--- config.mk ---
export PLATFORM = sky130hd
export DESIGN_NAME = text_rect_writer
export DESIGN_NICKNAME = d
export VERILOG_FILES = /design/src/rtl/text_rect_writer.sv
export SDC_FILE = /design/constraint.sdc
export NUM_CORES = 1
export LEC_CHECK = 0
export BUFFER_PORTS_ARGS = -buffer_cell sky130_fd_sc_hd__buf_4
export CAP_MARGIN = 20
export CORE_ASPECT_RATIO = 0.75
export CORE_MARGIN = 1
export CORE_UTILIZATION = 35
export DETAILED_ROUTE_END_ITERATION = 7
export HOLD_SLACK_MARGIN = 0.15
export PLACE_DENSITY = 0.61
export SLEW_MARGIN = 25
export SYNTH_ARGS = -nofsm -noshare
export SYNTH_HDL_FRONTEND = slang
export SYNTH_SLANG_ARGS = --single-unit
--- constraint.sdc ---
create_clock -name clk -period 4.6 [get_ports clk]
set_clock_uncertainty 0.1 [all_clocks]
set_input_delay 0.46 -clock clk [delete_from_list [all_inputs] [get_ports clk]]
set_output_delay 0.46 -clock clk [all_outputs]
set_load 0.05 [all_outputs]
--- src/rtl/text_rect_writer.sv ---
// Writable character rectangle: streams ASCII codes into a cursor-addressed
// buffer and serves the same registered read port as the ROM rectangle.
module text_rect_writer #(
    parameter int         SIZE_X     = 16,
    parameter int         SIZE_Y     = 4,
    parameter logic [6:0] CLEAR_CHAR = 7'h20
) (
    input  logic                      clk,
    input  logic                      rst,
    input  logic                      wr_valid,
    input  logic [6:0]                wr_char,
    output logic                      wr_ready,
    input  logic                      clear_req,
    output logic                      busy,
    output logic [$clog2(SIZE_X)-1:0] cursor_x,
    output logic [$clog2(SIZE_Y)-1:0] cursor_y,
    input  logic [$clog2(SIZE_X)-1:0] char_x,
    input  logic [$clog2(SIZE_Y)-1:0] char_y,
    output logic [6:0]                char_code
);

    localparam int N  = SIZE_X * SIZE_Y;
    localparam int XW = $clog2(SIZE_X);
    localparam int YW = $clog2(SIZE_Y);
    localparam int AW = $clog2(N);

    localparam logic [0:0] S_CLEAR = 1'b0;
    localparam logic [0:0] S_IDLE  = 1'b1;

    logic [6:0]    mem_q [N];
    logic [0:0]    state_q, state_d;
    logic [AW-1:0] sweep_q, sweep_d;
    logic [XW-1:0] cx_q, cx_d;
    logic [YW-1:0] cy_q, cy_d;
    logic [6:0]    code_q;

    logic          wr_en;
    logic [AW-1:0] wr_addr;
    logic [6:0]    wr_data;
    logic [AW-1:0] cur_addr;
    logic [AW-1:0] rd_addr;
    logic          rd_ok;
    logic          xfer;
    logic          x_last;
    logic [YW-1:0] cy_inc;
    logic          is_print;
    logic          is_lf;
    logic          is_cr;
    logic          is_bs;

    assign busy      = (state_q == S_CLEAR);
    assign wr_ready  = (state_q == S_IDLE) && !clear_req;
    assign xfer      = wr_valid && wr_ready;
    assign cursor_x  = cx_q;
    assign cursor_y  = cy_q;
    assign char_code = code_q;

    assign cur_addr = AW'(cy_q) * AW'(SIZE_X) + AW'(cx_q);
    assign rd_addr  = AW'(char_y) * AW'(SIZE_X) + AW'(char_x);
    assign rd_ok    = (int'(char_x) < SIZE_X) && (int'(char_y) < SIZE_Y);

    assign x_last = (cx_q == XW'(SIZE_X - 1));
    assign cy_inc = (cy_q == YW'(SIZE_Y - 1)) ? '0 : cy_q + YW'(1);

    assign is_print = (wr_char >= 7'h20) && (wr_char <= 7'h7E);
    assign is_lf    = (wr_char == 7'h0A);
    assign is_cr    = (wr_char == 7'h0D);
    assign is_bs    = (wr_char == 7'h08);

    always_comb begin
        state_d = state_q;
        sweep_d = sweep_q;
        cx_d    = cx_q;
        cy_d    = cy_q;
        wr_en   = 1'b0;
        wr_addr = cur_addr;
        wr_data = wr_char;
        if (state_q == S_CLEAR) begin
            wr_en   = 1'b1;
            wr_addr = sweep_q;
            wr_data = CLEAR_CHAR;
            cx_d    = '0;
            cy_d    = '0;
            if (sweep_q == AW'(N - 1)) begin
                state_d = S_IDLE;
                sweep_d = '0;
            end else begin
                sweep_d = sweep_q + AW'(1);
            end
        end else if (clear_req) begin
            state_d = S_CLEAR;
            sweep_d = '0;
            cx_d    = '0;
            cy_d    = '0;
        end else if (xfer) begin
            unique case (1'b1)
                is_print: begin
                    wr_en = 1'b1;
                    if (x_last) begin
                        cx_d = '0;
                        cy_d = cy_inc;
                    end else begin
                        cx_d = cx_q + XW'(1);
                    end
                end
                is_lf: begin
                    cx_d = '0;
                    cy_d = cy_inc;
                end
                is_cr: cx_d = '0;
                is_bs: begin
                    // Backspace never crosses a row, so the erased cell is cur_addr-1
                    if (cx_q != '0) begin
                        cx_d    = cx_q - XW'(1);
                        wr_en   = 1'b1;
                        wr_addr = cur_addr - AW'(1);
                        wr_data = CLEAR_CHAR;
                    end
                end
                default: ;
            endcase
        end
    end

    always_ff @(posedge clk) begin
        if (rst) begin
            state_q <= S_CLEAR;
            sweep_q <= '0;
            cx_q    <= '0;
            cy_q    <= '0;
            code_q  <= '0;
        end else begin
            state_q <= state_d;
            sweep_q <= sweep_d;
            cx_q    <= cx_d;
            cy_q    <= cy_d;
            code_q  <= rd_ok ? mem_q[rd_addr] : CLEAR_CHAR;
        end
    end

    always_ff @(posedge clk) begin
        if (wr_en) begin
            mem_q[wr_addr] <= wr_data;
        end
    end

endmodule

==> results of run 1 <==
[stage by stage]
stage	hold slack, ns	setup slack (ns)
after floorplan	0.3716	1.034
after global placement	0.4207	0.5983
after detailed placement	0.4478	0.8043
after CTS	0.3346	0.8735
after global routing	0.3614	0.6194
final	0.3797	0.8457
[state kept, by name, summed over array words and instances, names as in the netlist]
signal and flops:
mem_q 448, char_code 7, state_q 1, sweep_q 6, cursor_y 2, cursor_x 4
[power groups by stage]
stage | clock network (µW) | logic [µW] | registers [µW]
final | 3630 | 405 | 4640
after global routing | 3850 | 429 | 4640
after CTS | 3690 | 405 | 4640
after detailed placement | 0 | 402 | 4730
after global placement | 0 | 398 | 4730
after floorplan | 0 | 244 | 4750
[metal layers]
metal | wire length (µm) | part of all wire, % | up-vias
li1 | - | - | 4239
met1 | 20710 | 45 | 5126
met2 | 19480 | 43 | 454
met3 | 4656 | 10 | 65
met4 | 818 | 1.8 | 0
met5 | 0 | 0 | -
[worst reg2reg max path, stage by stage, from the launching register on]
cell      delay (ns)
dfxtp_1         0.53
inv_1           0.13
ha_1            0.35
or3b_2          0.44
or4_1           0.43
o211ai_2        0.14
o211a_1         0.24
nand2b_1        0.35
nor2_1          0.66
[timing repair]
| action | 4_1_cts | 5_1_grt |
|---|---|---|
| setup buffers | 0 | 0 |
| endpoints found under the hold margin | 5 | 0 |
| hold buffers | 3 | 0 |
[cell usage after synthesis (2+ instances only)]
| cell type | number | area [µm²] |
|---|---|---|
| buf_6 | 3 | 33.78 |
| a221oi_1 | 2 | 17.52 |
| o22a_1 | 2 | 17.52 |
| nor3_1 | 14 | 70.07 |
| nand4_1 | 3 | 18.77 |
| mux2i_1 | 42 | 420.4 |
| nor2_1 | 77 | 289.0 |
| nand3b_1 | 2 | 15.01 |
| and2_1 | 7 | 43.79 |
| a31oi_1 | 2 | 12.51 |
| nand3_1 | 7 | 35.03 |
| a21oi_1 | 20 | 100.1 |
| and3_1 | 6 | 37.54 |
| a21bo_1 | 2 | 20.02 |
| a22oi_1 | 13 | 97.59 |
| inv_1 | 7 | 26.28 |
| o221ai_1 | 5 | 43.79 |
| clkbuf_1 | 23 | 86.33 |
| o22ai_1 | 16 | 100.1 |
| or3_1 | 7 | 43.79 |
| dfxtp_1 | 20 | 400.4 |
| o21ai_0 | 21 | 105.1 |
| mux4_2 | 106 | 2387 |
| mux2_2 | 3 | 33.78 |
| nand2_1 | 26 | 97.59 |
| a32o_1 | 4 | 40.04 |
| nor3_2 | 4 | 40.04 |
| edfxtp_1 | 448 | 13450 |
| nor3b_1 | 2 | 15.01 |
| o31ai_1 | 3 | 22.52 |
| a31o_2 | 2 | 17.52 |
| o211ai_1 | 2 | 15.01 |
| or2_1 | 2 | 12.51 |
| or2_2 | 7 | 43.79 |
| buf_2 | 17 | 85.08 |
| o32ai_1 | 2 | 17.52 |
| ha_1 | 4 | 50.05 |
| a211oi_1 | 11 | 82.58 |
| and3b_1 | 2 | 17.52 |
| buf_1 | 11 | 41.29 |
| nand2b_1 | 13 | 81.33 |
| o21a_1 | 2 | 15.01 |
| nor2b_1 | 7 | 43.79 |
[logic make-up (layout without fill, tap and decap cells)]
kind of cell / after synthesis / after routing / share of synthesized area [%]
and+or+nand+nor: 196 / 196 / 5.353
AOI/OAI and AO/OA: 122 / 122 / 4.466
adders and majority gates: 4 / 4 / 0.2650
xor gates and xnor gates: 1 / 1 / 0.04639
muxes: 151 / 151 / 15.05
DFF: 468 / 468 / 73.36
buffers and inverters: 62 / 159 / 1.464
[cell type report]
type,instances,area (µm²)
Inverter,8,30.03
Tap cell,712,890.9
Multi-Input combinational cell,474,4770
Timing Repair Buffer,70,590.6
Sequential cell,468,13850
Fill cell,4751,31590
Clock inverter,28,232.7
Clock buffer,53,1199
[worst paths after layout]
check | startpoint | end | slack (ns)
worst max-delay path | cursor_x[0] | mem_q[27][3] | 0.85
worst min-delay path | char_y[1] | char_code[4] | 0.38
worst min register to register | sweep_q[2] | sweep_q[2] | 0.46
worst max register to register | cursor_x[0] | mem_q[27][3] | 0.85
==> impl_results.md, run 1 <==
- Final nets: 1088
- ANT nets after route: 0
- Share of cells above drive strength 1: roughly a quarter
- Relative max-transition margin: a little over a third
- Fmax: approximately 270 MHz
- Setup Viol. Count Final: 0
- CTS H-tree lvls: 2
- Delay-heaviest family, CP: simple AND/OR/NAND/NOR gates
- M2 GR Usage: 23.91%
- Largest fanout on the critical path: 10
- Clk pin slew, worst setup/hold paths: approximately 0.06 ns
- Met3 Use GR: 5.004%
- Sw power: 1807 µW
- Max-cap viol count: 0
- YS warnings: 0
- Power per cell area: 402.2 mW/mm²
- Antenna cell count: 0
- Path depth of the worst reg2reg path: 8
- EDFF count, synth: 448
- Vias per cell: 5.452
- Placed Cells: about 1.7k
- First-pass GRT wire length: 67.91 mm
- Mapped Nets: 1025
- Row Count: 73
- GR Util met1: 25.26%
- Crit path depth: 8
- Final TNS setup: 0 ns
- WP data arrival: 3.83 ns
- Yosys cell types: just under 70
- Hold Crit Class: primary input to flop
- Layout Cells excl Fill: ~1.8k
- Total power: 8674 µW
- Synth Area per Inst: 18.81 µm²
- Post-CTS Resized: 0
- Final slew viol count: 0
- Core Area: 0.05316 mm²
- Sequential Power Share: 53.4%
- Fin crit period: 3.754 ns
- Post-Synthesis Cells: approximately 1k
- Num CTS Buffers: 45
- Max VDD drop: roughly 0.00024 V
- Internal power: 6867 µW
- Delay of the slowest critical-path stage: 0.66 ns
- TritonCTS clock tree: done
- Initial antenna violation count: 0
- Overall Global Routing Usage: 16.77%
- Comb power frac: 4.7%
- Gpl congestion: 0.8847
- Bufs on Longest Clock Path: 3
- RSZ-0062 raised after global routing: false
- Die height: 203.2 µm
- Final core utilization: 40.57%
- CP Buf/Inv Count: 1
- Clk Latency, worst-skew pair: between 0.5 and 0.6 ns
- 1st-iter DRT viols: approximately 1.1k
- Critical path required time: 4.68 ns
- Leak: 0.007128 µW
- Worst setup SP type: flop
- Post-Syn Area: 0.01888 mm²
- Root Driver: clkbuf_16
- Sequential cell area fraction in the yosys report: between 70% and 80%
- Slowest CP cell: nor2_1
- I/O pins: 32
- Period utilization: around four fifths
- Async SR Flop Fraction: 0%
- Final Hold Fails: 0
- Most frequent cells in the layout: edfxtp_1, mux4_2, nor2_1
- Largest net degree at the start of global routing: 65
- First-pass DRT Iterations: 5
- Area grow syn2layout: 14.20%
- Post-Place Cell Area: 0.02010 mm²
- Dpl hpwl: 29.78 mm
- Crit end category: flop
- Slew @ Worst Pin: 0.9797 ns
- Clk network pwr share: 41.9%
- Remaining DRCs: 0
- WL per Instance: 25.18 µm
- Hold depth: 3
- Routed WL: 45.66 mm
- Crit Path Class: flop to flop
- Primary FF master, synth: edfxtp_1
- # port buffers: 31
- Die X: 270.2 µm
- Full die area: 0.05490 mm²
- Cell Chain, Critical Path: inv_1, ha_1, or3b_2, or4_1, o211ai_2, o211a_1, nand2b_1, nor2_1
- Yosys reg bits: 468
- Vias in the first global route: 9903
- Routed vias: 9884
- Design area: between 0.02 and 0.025 mm²
- Run status: completed
- Most common cell after layout, fill and taps aside: edfxtp_1
- Initial core utilization: 35.52%
- Clock Sinks: 468
- Net Sw Frac: a little over a fifth
- Grt peak-use layer: met1
- Congestion Overflow GR: 0
No activity file was read; power rests on OpenSTA's default activity.
==> inputs of run 2 (changes only) <==
Settings changed: PLACE_DENSITY 0.61 to 0.63.
Clock period 4.6 ns to 3.36 ns, I/O delays scaled along.
==> impl_results.md, run 2 (synthesis gave the netlist of run 1 again) <==
- Congestion Overflow GR: 0
- ANT nets after route: 0
- Max FFs per register: ~450
- Clock Sinks: 468
- Remaining DRCs: 0
- Share of cells above drive strength 1: 29.91%
- Period utilization: between 90 and 100%
- Dpl hpwl: 29.68 mm
- I/O pins: 32
- Final slew viol count: 0
- Relative max-transition margin: 42.22%
- Core Area: 0.05316 mm²
- Initial core utilization: 35.52%
- Final Hold Fails: 0
- Max-cap viol count: 0
- Most common cell after layout, fill and taps aside: edfxtp_1
- Initial antenna violation count: 0
- Slew @ Worst Pin: 0.8667 ns
- 1st-iter DRT viols: 1379
- Delay of the slowest critical-path stage: 0.45 ns
- First-pass DRT Iterations: 5
- Leak: 0.007489 µW
- Largest Register: mem_q
- Bufs on Longest Clock Path: 3
- Slowest CP cell: or3b_2
- Die X: 270.2 µm
- Crit end category: flop
- Vias in the first global route: 10.13k
- Dpl ws: -0.06667 ns
- Power per cell area: 532.3 mW/mm²
- WP data arrival: 3.36 ns
- Met2 routed WL: 20.08 mm
- DR top layer: met4
- Worst setup margin: 0.1650 ns
- Routed vias: 10.13k
- Routed WL: 45.54 mm
- Largest fanout on the critical path: 8
- DRT met1 WL: 20.23 mm
- Crit Path Class: flop to flop
- # port buffers: 31
- CTS H-tree lvls: 2
- Max VDD drop: 0.0003142 V
- Overall Global Routing Usage: 16.77%
- Die height: roughly 200 µm
- Largest net degree at the start of global routing: 65
- Gpl congestion: 0.9284
- Most frequent cells in the layout: edfxtp_1, buf_4, mux4_2
- Root Driver: clkbuf_16
- Num CTS Buffers: 44
- Hold Crit Class: primary input to flop
- DR WL met3: 4.608 mm
- Critical path required time: 3.52 ns
- First-pass GRT wire length: 67.86 mm
- Worst hold slack: 0.2066 ns
- Setup Viol. Count Final: 0
- Clk pin slew, worst setup/hold paths: approximately 0.060 ns
- Setup Buffers After CTS: 0
- Fin crit period: 3.195 ns
- Area grow syn2layout: 17.27%
- WL per Instance: 24.24 µm
- RSZ-0062 raised after global routing: false
- Vias per cell: 5.392
- Clk Latency, worst-skew pair: 0.55 ns
- Run status: completed
- Worst setup SP type: flop
- Antenna cell count: 0
- Row Count: 73
- Fmax: 313.0 MHz
- Full die area: 0.05490 mm²
- TritonCTS clock tree: done
- Cell Chain, Critical Path: inv_1, ha_1, or3b_2, or4_1, o211ai_2, nand3_1, or2_1, nor2_1, buf_4
- Final nets: 1156
[run 2: critical path, delay by kind of cell (launching register included)]
| family | cells | cell delay, ns |
|---|---|---|
| buffers and inverters | 2 | 0.30 |
| flip-flops | 1 | 0.40 |
| AND/OR/NAND/NOR | 5 | 1.65 |
| adder cells (fa/ha/maj) | 1 | 0.31 |
| AO/OA/AOI/OAI | 1 | 0.14 |
[run 2: what timing repair did]
item	CTS	global route
endpoints found under the hold margin	5	0
setup endpoints to repair	0	144
hold buffers	3	0
resized for setup	0	9
[run 2: final cells by class]
cell class              count  area (µm²)
inverters                   8       30.03
flip-flops and latches    468       13860
clock inverters            26       229.0
repair buffers            139        1171
fillers                  4709       31010
multi-input cells         474        4816
well taps                 712       890.9
clock buffers              52        1152
[run 2: stage by stage]
step	utilization [%]	total power (µW)	instances	area (µm²)	TNS (ns)
after floorplan	-	6834	1004	18920	-4.353
after global placement	38.96	7046	1798	20710	-0.1428
after detailed placement	38.96	7054	1798	20710	-0.4647
after CTS	41.62	11870	1879	22120	0
after global routing	41.66	12120	1879	22150	0
final	41.66	11790	1879	22150	0
[run 2: report_power, final]
group          switching (µW)  total (µW)  leakage [µW]  internal (µW)
Sequential               15.4        6350       0.00453           6330
Clock                    2100        4850      0.000672           2750
Combinational             348         589       0.00229            242
Total                    2460       11800       0.00749           9330
[run 2: routing by layer]
| layer | track usage [%] | up-vias |
|---|---|---|
| li1 | - | 4385 |
| met1 | 24.38 | 5280 |
| met5 | 0 | - |
| met4 | 3.208 | 0 |
| met2 | 24.63 | 415 |
| met3 | 5.510 | 52 |
[run 2: path summary, 6_finish.rpt]
| path | depth (start not counted) | slack [ns] | start | to |
|---|---|---|---|---|
| min reg2reg | 2 | 0.43 | sweep_q[5] | sweep_q[5] |
| max reg2reg | 9 | 0.17 | cursor_x[1] | mem_q[63][6] |
| max | 9 | 0.17 | cursor_x[1] | mem_q[63][6] |
| min | 2 | 0.21 | wr_char[3] | mem_q[0][3] |
==> inputs of run 3 (changes only) <==
Settings changed: CTS_BUF_LIST set to sky130_fd_sc_hd__clkbuf_2 sky130_fd_sc_hd__clkbuf_4 sky130_fd_sc_hd__clkbuf_8.
==> impl_results.md, run 3 (synthesis gave the netlist of run 1 again) <==
- Initial core utilization: roughly 36%
- Dpl hpwl: 29.68 mm
- Hold Crit Class: primary input to flop
- CTS H-tree lvls: 3
- Die X: 270.2 µm
- Antenna cell count: 0
- Routed WL: 46.07 mm
- WL per Instance: about 24 µm
- Vias per cell: 5.376
- Largest net degree at the start of global routing: 65
- Reg area: 0.01386 mm²
- Largest fanout on the critical path: 8
- ANT nets after route: 0
- Critical path required time: approximately 3.6 ns
- Final slew viol count: 0
- Num CTS Buffers: 68
- Slew @ Worst Pin: just under 0.9 ns
- Relative max-transition margin: 41.00%
- R2R Setup Slk: 0.18 ns
- Routed vias: 10.31k
- Area grow syn2layout: 17.03%
- Max VDD drop: 0.0003128 V
- Clock Sinks: 468
- Gpl congestion: 0.9284
- Most common cell after layout, fill and taps aside: edfxtp_1
- FF-to-FF End: mem_q[46][4]
- Fmax: approximately 310 MHz
- First-pass GRT wire length: 68.52 mm
- Run status: completed
- WP data arrival: approximately 3.4 ns
- Leak: 0.007521 µW
- Clk pin slew, worst setup/hold paths: 0.07 ns
- Share of cells above drive strength 1: 32.67%
- Worst setup margin: 0.1764 ns
- Design area: 0.02210 mm²
- Setup Viol. Count Final: 0
- Post-Place Cell Area: 0.02071 mm²
- Slowest CP cell: or3b_2
- 1st-iter DRT viols: 1112
- RSZ-0062 raised after global routing: false
- Setup Buffers After CTS: 0
- Overall Global Routing Usage: 17.00%
- Remaining DRCs: 0
- Core Area: 0.05316 mm²
- TritonCTS clock tree: done
- CP Capture Point: mem_q[46][4]
- Delay of the slowest critical-path stage: 0.45 ns
- Congestion Overflow GR: 0
- Full die area: ~0.055 mm²
- First-pass DRT Iterations: 5
- Period utilization: 94.75%
- Crit path from: cursor_x[1]
- Vias in the first global route: approximately 10k
- Final nets: 1181
- Power per cell area: 521.0 mW/mm²
- Cell Chain, Critical Path: inv_1, ha_1, or3b_2, or4_1, o211ai_2, nand3_1, or2_2, nor2_1, buf_4
- Bufs on Longest Clock Path: 3
- Largest Register: mem_q
- Worst setup SP type: flop
- Root Driver: clkbuf_8
- Clk Latency, worst-skew pair: 0.61 ns
- Most frequent cells in the layout: edfxtp_1, buf_4, mux4_2
- Filler cells: 4720
- Area of the multi-input gates: 0.004816 mm²
- Crit end category: flop
- Final Hold Fails: 0
- Fin crit period: ~3.2 ns
- Row Count: 73
- Die height: 203.2 µm
- I/O pins: 32
- Initial antenna violation count: 0
- Max FFs per register: 448
- Worst R2R Start: cursor_x[1]
- Crit Path Class: flop to flop
- Dpl ws: -0.06667 ns
- Path depth of the worst reg2reg path: 9
- Max-cap viol count: 0
- # port buffers: 31
[run 3: cell count changes in the layout (fill, tap and decap cells not counted), sizes merged]
cell and change:
clkbuf +38, dlygate4sd3 +1
[run 3: per-layer routing]
layer  global-route usage, %  share of wire (%)  vias to the layer above
li1                        -                  -                     4438
met4                   3.995                1.4                        0
met2                   24.78                 44                      490
met3                   5.663                 10                       64
met1                   24.56                 44                     5319
met5                       0                  0                        -
[run 3: power by group]
group,leakage [µW],switching (µW),internal [µW]
Clock,0.000700,2130,2450
Combinational,0.00229,348,242
Sequential,0.00453,15.2,6330
Total,0.00752,2490,9030
[run 3: repair_timing]
action                                  in CTS  in global routing
gates resized for setup                      0                 10
hold endpoints to repair                    17                  0
endpoints found under the setup margin       0                176
hold buffers                                 4                  0
[run 3: worst min-delay path by stage]
| stage | from | to | depth (start not counted) |
|---|---|---|---|
| after floorplan | clear_req | state_q | 1 |
| after global placement | sweep_q[5] | sweep_q[5] | 2 |
| after detailed placement | sweep_q[5] | sweep_q[5] | 2 |
| after CTS | char_y[1] | char_code[4] | 3 |
| after global routing | char_y[1] | char_code[4] | 3 |
| final | char_y[1] | char_code[4] | 3 |
[run 3: critical path: cells and delay by family (launching register included)]
kind	cells	cell delay, ns
and+or+nand+nor	5	1.65
DFF	1	0.41
adders and majority gates	1	0.31
buffers and inverters	2	0.28
AOI/OAI and AO/OA	1	0.14
[run 3: through the flow]
stage | std cells | util (%) | total power (µW) | hold slack (ns) | setup TNS [ns]
3_5_place_dp | 1798 | 38.96 | 7054 | 0.4223 | -0.4647
4_1_cts | 1918 | 41.53 | 11590 | 0.1568 | 0
5_1_grt | 1918 | 41.58 | 11860 | 0.1506 | 0
6_report | 1918 | 41.58 | 11510 | 0.1744 | 0
3_3_place_gp | 1798 | 38.96 | 7046 | 0.4072 | -0.1428
2_1_floorplan | 1004 | - | 6834 | 0.3398 | -4.353
[run 3: area by class of cell]
class | count | area share (%)
Clock buffer | 90 | 5.010
Clock inverter | 26 | 0.9964
Multi-Input combinational cell | 474 | 21.79
Inverter | 8 | 0.1359
Sequential cell | 468 | 62.69
Tap cell | 712 | 4.031
Timing Repair Buffer | 140 | 5.344
